**config.mk**
```make
export PLATFORM = sky130hd
export DESIGN_NAME = mem_responder
export DESIGN_NICKNAME = d
export VERILOG_FILES = /design/src/rtl/mem_responder.sv
export SDC_FILE = /design/constraint.sdc
export NUM_CORES = 2
export LEC_CHECK = 0
export ABC_AREA = 0
export CAP_MARGIN = 20
export CELL_PAD_IN_SITES_DETAIL_PLACEMENT = 2
export CELL_PAD_IN_SITES_GLOBAL_PLACEMENT = 2
export CORE_MARGIN = 2
export CORE_UTILIZATION = 30
export CTS_CLUSTER_SIZE = 20
export DETAILED_ROUTE_END_ITERATION = 7
export HOLD_SLACK_MARGIN = 0.03
export PLACE_DENSITY_LB_ADDON = 0.2
export SLEW_MARGIN = 20
export SYNTH_ARGS = -nofsm -noshare
export SYNTH_HDL_FRONTEND = slang
export SYNTH_SLANG_ARGS = --single-unit
```
**constraint.sdc**
```tcl
create_clock -name clk -period 4.36 [get_ports clk]
set_input_delay 1.09 -clock clk [delete_from_list [all_inputs] [get_ports clk]]
set_output_delay 1.09 -clock clk [all_outputs]
set_load 0.01 [all_outputs]
```
**src/rtl/mem_responder.sv**
```systemverilog
// Word-addressed memory responder: one request at a time, LATENCY wait states, one-cycle response.
// Optional completion mailbox (host_done/host_code) compiled in with MEM_RESP_TOHOST_EN.
module mem_responder #(
  parameter int unsigned DEPTH       = 64,
  parameter int unsigned LATENCY     = 1,
  parameter int unsigned TOHOST_ADDR = 84
) (
  input  logic        clk,
  input  logic        n_reset,
  input  logic        req_valid,
  input  logic        req_write,
  input  logic [31:0] req_addr,
  input  logic [31:0] req_wdata,
  output logic        req_ready,
  output logic        rsp_valid,
  output logic [31:0] rsp_rdata,
  output logic        rsp_err
`ifdef MEM_RESP_TOHOST_EN
  ,
  output logic        host_done,
  output logic [31:0] host_code
`endif
);

  localparam int unsigned AW        = $clog2(DEPTH);
  localparam int unsigned CW        = 4;
  localparam logic [31:0] MEM_BYTES = 32'(4 * DEPTH);

  typedef enum logic [1:0] {
    IDLE = 2'd0,
    BUSY = 2'd1,
    RESP = 2'd2
  } state_e;

  state_e          state_q, state_d;
  logic [CW-1:0]   cnt_q, cnt_d;
  logic            write_q, write_d;
  logic [31:0]     addr_q, addr_d;
  logic [31:0]     wdata_q, wdata_d;
  logic            ready_q, ready_d;
  logic            rsp_valid_q, rsp_valid_d;
  logic [31:0]     rsp_rdata_q, rsp_rdata_d;
  logic            rsp_err_q, rsp_err_d;

  logic [31:0]     mem_q [DEPTH];
  logic [AW-1:0]   idx;
  logic            acc_err;
  logic            mem_we;

  assign idx     = addr_q[AW+1:2];
  assign acc_err = (addr_q[1:0] != 2'b00) || (addr_q >= MEM_BYTES);

  // Next-state and response logic
  always_comb begin
    state_d     = state_q;
    cnt_d       = cnt_q;
    write_d     = write_q;
    addr_d      = addr_q;
    wdata_d     = wdata_q;
    ready_d     = ready_q;
    rsp_valid_d = 1'b0;
    rsp_rdata_d = rsp_rdata_q;
    rsp_err_d   = rsp_err_q;
    mem_we      = 1'b0;

    unique case (state_q)
      IDLE: begin
        if (req_valid && ready_q) begin
          write_d = req_write;
          addr_d  = req_addr;
          wdata_d = req_wdata;
          cnt_d   = CW'(LATENCY);
          ready_d = 1'b0;
          state_d = BUSY;
        end
      end
      BUSY: begin
        if (cnt_q != '0) begin
          cnt_d = cnt_q - CW'(1);
        end else begin
          mem_we      = write_q && !acc_err;
          rsp_valid_d = 1'b1;
          rsp_err_d   = acc_err;
          rsp_rdata_d = (!write_q && !acc_err) ? mem_q[idx] : 32'h0;
          state_d     = RESP;
        end
      end
      RESP: begin
        ready_d = 1'b1;
        state_d = IDLE;
      end
      default: begin
        ready_d = 1'b1;
        state_d = IDLE;
      end
    endcase
  end

  always_ff @(posedge clk or negedge n_reset) begin
    if (!n_reset) begin
      state_q     <= IDLE;
      cnt_q       <= '0;
      write_q     <= 1'b0;
      addr_q      <= '0;
      wdata_q     <= '0;
      ready_q     <= 1'b1;
      rsp_valid_q <= 1'b0;
      rsp_rdata_q <= '0;
      rsp_err_q   <= 1'b0;
    end else begin
      state_q     <= state_d;
      cnt_q       <= cnt_d;
      write_q     <= write_d;
      addr_q      <= addr_d;
      wdata_q     <= wdata_d;
      ready_q     <= ready_d;
      rsp_valid_q <= rsp_valid_d;
      rsp_rdata_q <= rsp_rdata_d;
      rsp_err_q   <= rsp_err_d;
    end
  end

  // Storage is deliberately not reset; a committed write survives a later reset
  always_ff @(posedge clk) begin
    if (mem_we) begin
      mem_q[idx] <= wdata_q;
    end
  end

  assign req_ready = ready_q;
  assign rsp_valid = rsp_valid_q;
  assign rsp_rdata = rsp_rdata_q;
  assign rsp_err   = rsp_err_q;

`ifdef MEM_RESP_TOHOST_EN
  logic        host_done_q, host_done_d;
  logic [31:0] host_code_q, host_code_d;

  // Mailbox snoops committed writes; done is sticky, code tracks the latest value
  always_comb begin
    host_done_d = host_done_q;
    host_code_d = host_code_q;
    if (mem_we && (addr_q == 32'(TOHOST_ADDR))) begin
      host_done_d = 1'b1;
      host_code_d = wdata_q;
    end
  end

  always_ff @(posedge clk or negedge n_reset) begin
    if (!n_reset) begin
      host_done_q <= 1'b0;
      host_code_q <= '0;
    end else begin
      host_done_q <= host_done_d;
      host_code_q <= host_code_d;
    end
  end

  assign host_done = host_done_q;
  assign host_code = host_code_q;
`else
  logic unused_tohost;
  assign unused_tohost = ^32'(TOHOST_ADDR);
`endif

endmodule

```
**Yosys cells after proc, flatten, opt, wreduce, memory -nomap -nowiden**

Memories as Yosys holds them, arrays and structs flattened.
Cells that the tools add are included.

- Add/subtract/negate cells: 1
- Magnitude comparators: 1
- Equal/unequal tests: 4
- Muxes and demuxes: 15
- Bitwise gates (word level): 2
- Reduce and logical (&&, ||, !) cells: 15

Operators with widths:

| operator | number |
|---|---|
| >= comparator 32 x 9 -> 1 bit (second input constant) | 1 |
| 2-to-1 mux 32 bit | 1 |
| 2-to-1 mux 4 bit | 2 |
| case mux 4 bit (2 select lines) | 1 |
| AND reduction 2 bit | 4 |
| 2-to-1 mux 1 bit | 7 |
| inequality test 2 bit (second input constant) | 3 |
| 2-to-1 mux 2 bit | 2 |
| case mux 2 bit (2 select lines) | 1 |
| nonzero test 2 bit | 2 |
| nonzero test 4 bit | 1 |
| subtractor 4 x 1 -> 4 bit (second input constant) | 1 |
| logical AND 1 bit | 3 |
| AND reduction 3 bit | 1 |
| equality test 2 x 1 -> 1 bit (second input constant) | 1 |
| logical NOT 1 bit | 2 |
| logical NOT 2 bit | 1 |
| inverter 1 bit | 2 |
| case mux 1 bit (2 select lines) | 1 |
| logical OR 1 bit | 1 |

- Flip-flop bits (word level): 106
- Bits in writable memories: 2,048
- Input port bits: 68
- Word-level logic and storage cells: 48
- Memories: 1

Memory list:

| memory | depth | width | rd ports | clocked after memory_dff | write ports | line | source |
|---|---|---|---|---|---|---|---|
| mem_q | 64 | 32 | 1 | 0 | 1 | 45 | `logic [31:0] mem_q [DEPTH];` |

**Longest topological paths before layout**

- Word-level depth: 8
- Gate-level depth with buffers: 11
- Depth with buffers taken out: 8

**Least setup slack after synthesis**

No wires, ideal clock.

- Path kind: register to register
- Start point: reg cnt_q[0]
- End point: mem mem_q[47][0] (enable)
- Setup time: 0.421 ns
- Data arrival time: 3.234 ns
- Slack: 0.705 ns
- Stages on the path, launching flop included: 10
- Period minus slack after synthesis: 3.655 ns
- Cells stage by stage: dfrtp_1 -> inv_1 -> ha_1 -> nand2b_1 -> or3_1 -> buf_4 -> nor3_4 -> and3_1 -> nand2_1 -> nor2_1

- Cells in the longest elaborated chain, start to end: 5

Ends and longest elaborated chain:

| item | line | source |
|---|---|---|
| start: declaration | 36 | `logic [CW-1:0] cnt_q, cnt_d;` |
| start signal: assignment | 112 | `cnt_q <= cnt_d;` |
| nonzero test 4 bit | 78 | `if (cnt_q != '0) begin` |
| 2-to-1 mux 1 bit | 78 |  |
| 2-to-1 mux 1 bit | 66 | `unique case (state_q)` |
| 2-to-1 mux 1 bit | 125 | `if (mem_we) begin` |
| 2-to-1 mux 1 bit (not written as such) | 126 | `mem_q[idx] <= wdata_q;` |
| end: declaration | 45 |  |

No other way between the ends.

**Worst setup path in the final report**

- Start point: reg addr_q[4]
- End point: reg rsp_rdata_q[21] (netlist: rsp_rdata[21])

- Cells in the longest elaborated chain, start to end: 5

Ends and longest elaborated chain:

| item | line | source |
|---|---|---|
| start: declaration | 38 | `logic [31:0] addr_q, addr_d;` |
| start signal: assignment | 114 | `addr_q <= addr_d;` |
| >= comparator 32 x 9 -> 1 bit | 51 | `assign acc_err = (addr_q[1:0] != 2'b00) \|\| (addr_q >= MEM_BYTES);` |
| logical OR 1 bit | 51 |  |
| logical NOT 1 bit | 84 | `rsp_rdata_d = (!write_q && !acc_err) ? mem_q[idx] : 32'h0;` |
| logical AND 1 bit | 84 |  |
| 2-to-1 mux 32 bit (*) | 84 |  |
| end signal: assignment | 118 | `rsp_rdata_q <= rsp_rdata_d;` |
| end: declaration | 42 | `logic [31:0] rsp_rdata_q, rsp_rdata_d;` |

Every way passes the cells marked *; elsewhere a longest branch is shown, timed or not.
A chain may end at the register's enable or synchronous reset.

==> metrics.yaml <==
intPower_w: 0.04332
arrival_ns: 4.82
grt_util_met3: 0.03421
synth-warning-count: 0
cp_slowest_cell: "dfrtp_4"
start_util: 0.3014
status: "finished clean"
final_nets: 4829
stdcell_count: 8549
seq_power_share: 0.404
dp_cells: 8114
cts_tree: "done"
synth_edf_count: 2048
vias: 48360
cts_buffer_depth: 3
h-tree-depth: 4
placement.io_buffers: 102
synth_cell_types: 72
endpoint_kind: "flop"
clkPwrFrac: 0.279
grt-ovfl-total: 0
tightestPinTransition_ns: 1.158
cp_num_buf_inv: 1
slew_violations: 0
grt_pass1_wl_microns: 451300
fin_skew_ns: 0.05421
min_period_ns: 3.996
critPathTopFamily: "compound AO/OA/AOI/OAI gates"
gr-max-usage-layer: "met2"
gp_congestion: 0.8198
ant_nets: 0
swShare: 0.3703
dr.pass1.iters: 5
drc: 0
cp-startpoint: "addr_q[4]"
avgViaCountPerCell: 5.657
r2r-start: "addr_q[4]"
synthTopCellsByCount: "edfxtp_1 (2048), o22ai_1 (285), mux2_2 (226)"
cts_setup_buffers: 0
cp_cell_sequence: "or2_4 > buf_4 > o221ai_1 > o21ai_0 > a21oi_1 > a2111oi_1 > a32o_1"
drive_gt1_frac: 0.2487
use_met1: 0.3339
dpl.hpwl_microns: 204800
p_leak_nw: 30.67
grt_setup_unrepaired: "false"
maxCapViolCount: 0
cts_resized: 0
synth_fp_nets: 4436
rows: 192
crit_required_ns: 5.19
core_area_sq_um: 273600
max_stage_delay_ns: 0.99
ir_drop_v: 0.0004277
fill_cells: 26500
p_comb_frac: 0.317
cp-start-kind: "flop"
finalSetupViolations: 0
hold_class: "input pin to asynchronous set/reset pin"
slew_headroom: 0.2198
clock.fmax_mhz: 250.2
yosysSeqAreaShare: 0.7779
post_drt_wl_per_cell_microns: 39.11
synth_area_sq_um: 82470
yosysMostFrequentCell: "edfxtp_1"
synth_top_area_frac: 0.7458
synth_flop_cell: "edfxtp_1"
yosysTopAreaCell: "edfxtp_1"
hold_viol: 0
drtIter0Drc: 5931
clkLatencyLatePin_ns: 0.90
net-switching-power_w: 0.02547
grt_use_total: 0.2366
worst-path-max-fanout: 38
period_share: 0.9165
synth_seq_cells: 2154
path_clk_slew_ns: 0.06
fin_util: 0.3576
antenna_found_initial: 24
die_y_microns: 528.3
tns_ns: 0
met2_usage: 0.3803
syn_avg_cell_area_sq_um: 18.89
clock-root-buffer: "clkbuf_16"
fin_hold_ws_ns: 0.1673
netlist_instances: 4366
ctsHoldBuffers: 0
wirelength_microns: 334300
dieArea_sq_um: 279100
area_growth_pct: 18.67
synth.area.top_cells: "edfxtp_1 (75%), mux4_2 (5.5%), dfrtp_1 (3.2%)"
p_total_w: 0.06880
grt_max_degree: 80
cts-buffers-inserted: 231
die_width_microns: 528.3
async_flop_share: 0.04921
numClockSinks: 2154
powerDensity_nw_per_um2: 703.0
crit_type: "flop to flop"
grt_pass1_vias: 49770
ios: 103
flip-flops by register name, indices dropped and copies added, names as in the netlist:
register / flops
mem_q: 2048
addr_q: 32
rsp_rdata: 32
wdata_q: 32
cnt_q: 4
state_q: 2
req_ready: 1
rsp_err: 1
rsp_valid: 1
write_q: 1
layer usage:
metal  routed length [microns]  vias to the layer above
li1                          -                    18930
met1                    146000                    27130
met2                    157800                     1852
met3                     21000                      443
met4                      9441                       10
met5                        50                        -
worst register-to-register path, delay by kind of cell (launching register included):
family | cells | cell delay, ns
AOI/OAI and AO/OA | 5 | 1.68
and+or+nand+nor | 1 | 0.93
buffers and inverters | 1 | 0.35
DFF | 1 | 0.99
cell families (layout without fill, tap and decap cells):
family | count (synthesis) | after routing | share of synthesized area
AOI/OAI and AO/OA | 929 | 929 | 0.07732
adders and majority gates | 2 | 2 | 0.0003034
buffers and inverters | 306 | 897 | 0.02016
DFF | 2154 | 2154 | 0.7779
muxes | 549 | 549 | 0.1007
other | 0 | 3 | 0
and+or+nand+nor | 426 | 426 | 0.02356
cells in the final DEF, fill, tap and decap left out, types with 19 or more instances in the layout:
master           count
o22ai_1            285
nor2_4              65
clkinv_1            49
nand2_1            119
mux2_2             226
a21oi_1            121
dfrtp_1             70
o22a_1              19
nor2b_1             20
buf_4              282
o21ai_0            133
mux2i_1            121
mux4_2             202
edfxtp_1          2048
o221ai_1           134
clkbuf_16          234
clkdlybuf4s50_1    101
a22oi_1             40
a211oi_1            54
a221oi_1            41
buf_12              70
nor2_1             100
dfrtp_2             26
clkbuf_1            75
clkinv_2            31
final cells by class:
type,count,area (sq um),share of cell area
clock inverters,106,913.4,0.009334
well taps,3589,4491,0.04589
diodes,3,7.507,0.00007671
repair buffers,456,4559,0.04659
multi-input cells,1906,17270,0.1765
flip-flops and latches,2154,64220,0.6562
inverters,10,43.79,0.0004475
clock buffers,325,6357,0.06496
power by group through the flow:
stage / combinational, W / clock (W) / sequential (W)
after detailed placement: 0.0216 / 0 / 0.0282
after global routing: 0.0225 / 0.0202 / 0.0279
after CTS: 0.0217 / 0.0196 / 0.0278
after global placement: 0.0213 / 0 / 0.0281
final: 0.0218 / 0.0192 / 0.0278
after floorplan: 0.0101 / 0 / 0.0279
worst paths after layout:
path / endpoint / slack, ns / cells after the start
max: rsp_rdata[21] / 0.36 / 7
min in group clk: wdata_q[0] / 0.51 / 1
max in group asynchronous: rsp_rdata[16] / 3.24 / 2
min reg2reg: wdata_q[0] / 0.51 / 1
min: wdata_q[8] / 0.17 / 1
max reg2reg: rsp_rdata[21] / 0.36 / 7
through the flow:
stage / setup slack [ns] / area (sq um)
floorplan: 0.7051 / 82470
global placement: 0.2570 / 90550
detailed placement: 0.3842 / 90570
CTS: 0.3671 / 97840
global route: 0.3363 / 97850
finish: 0.3639 / 97860
Note: power is estimated with default switching activity, not from simulation.
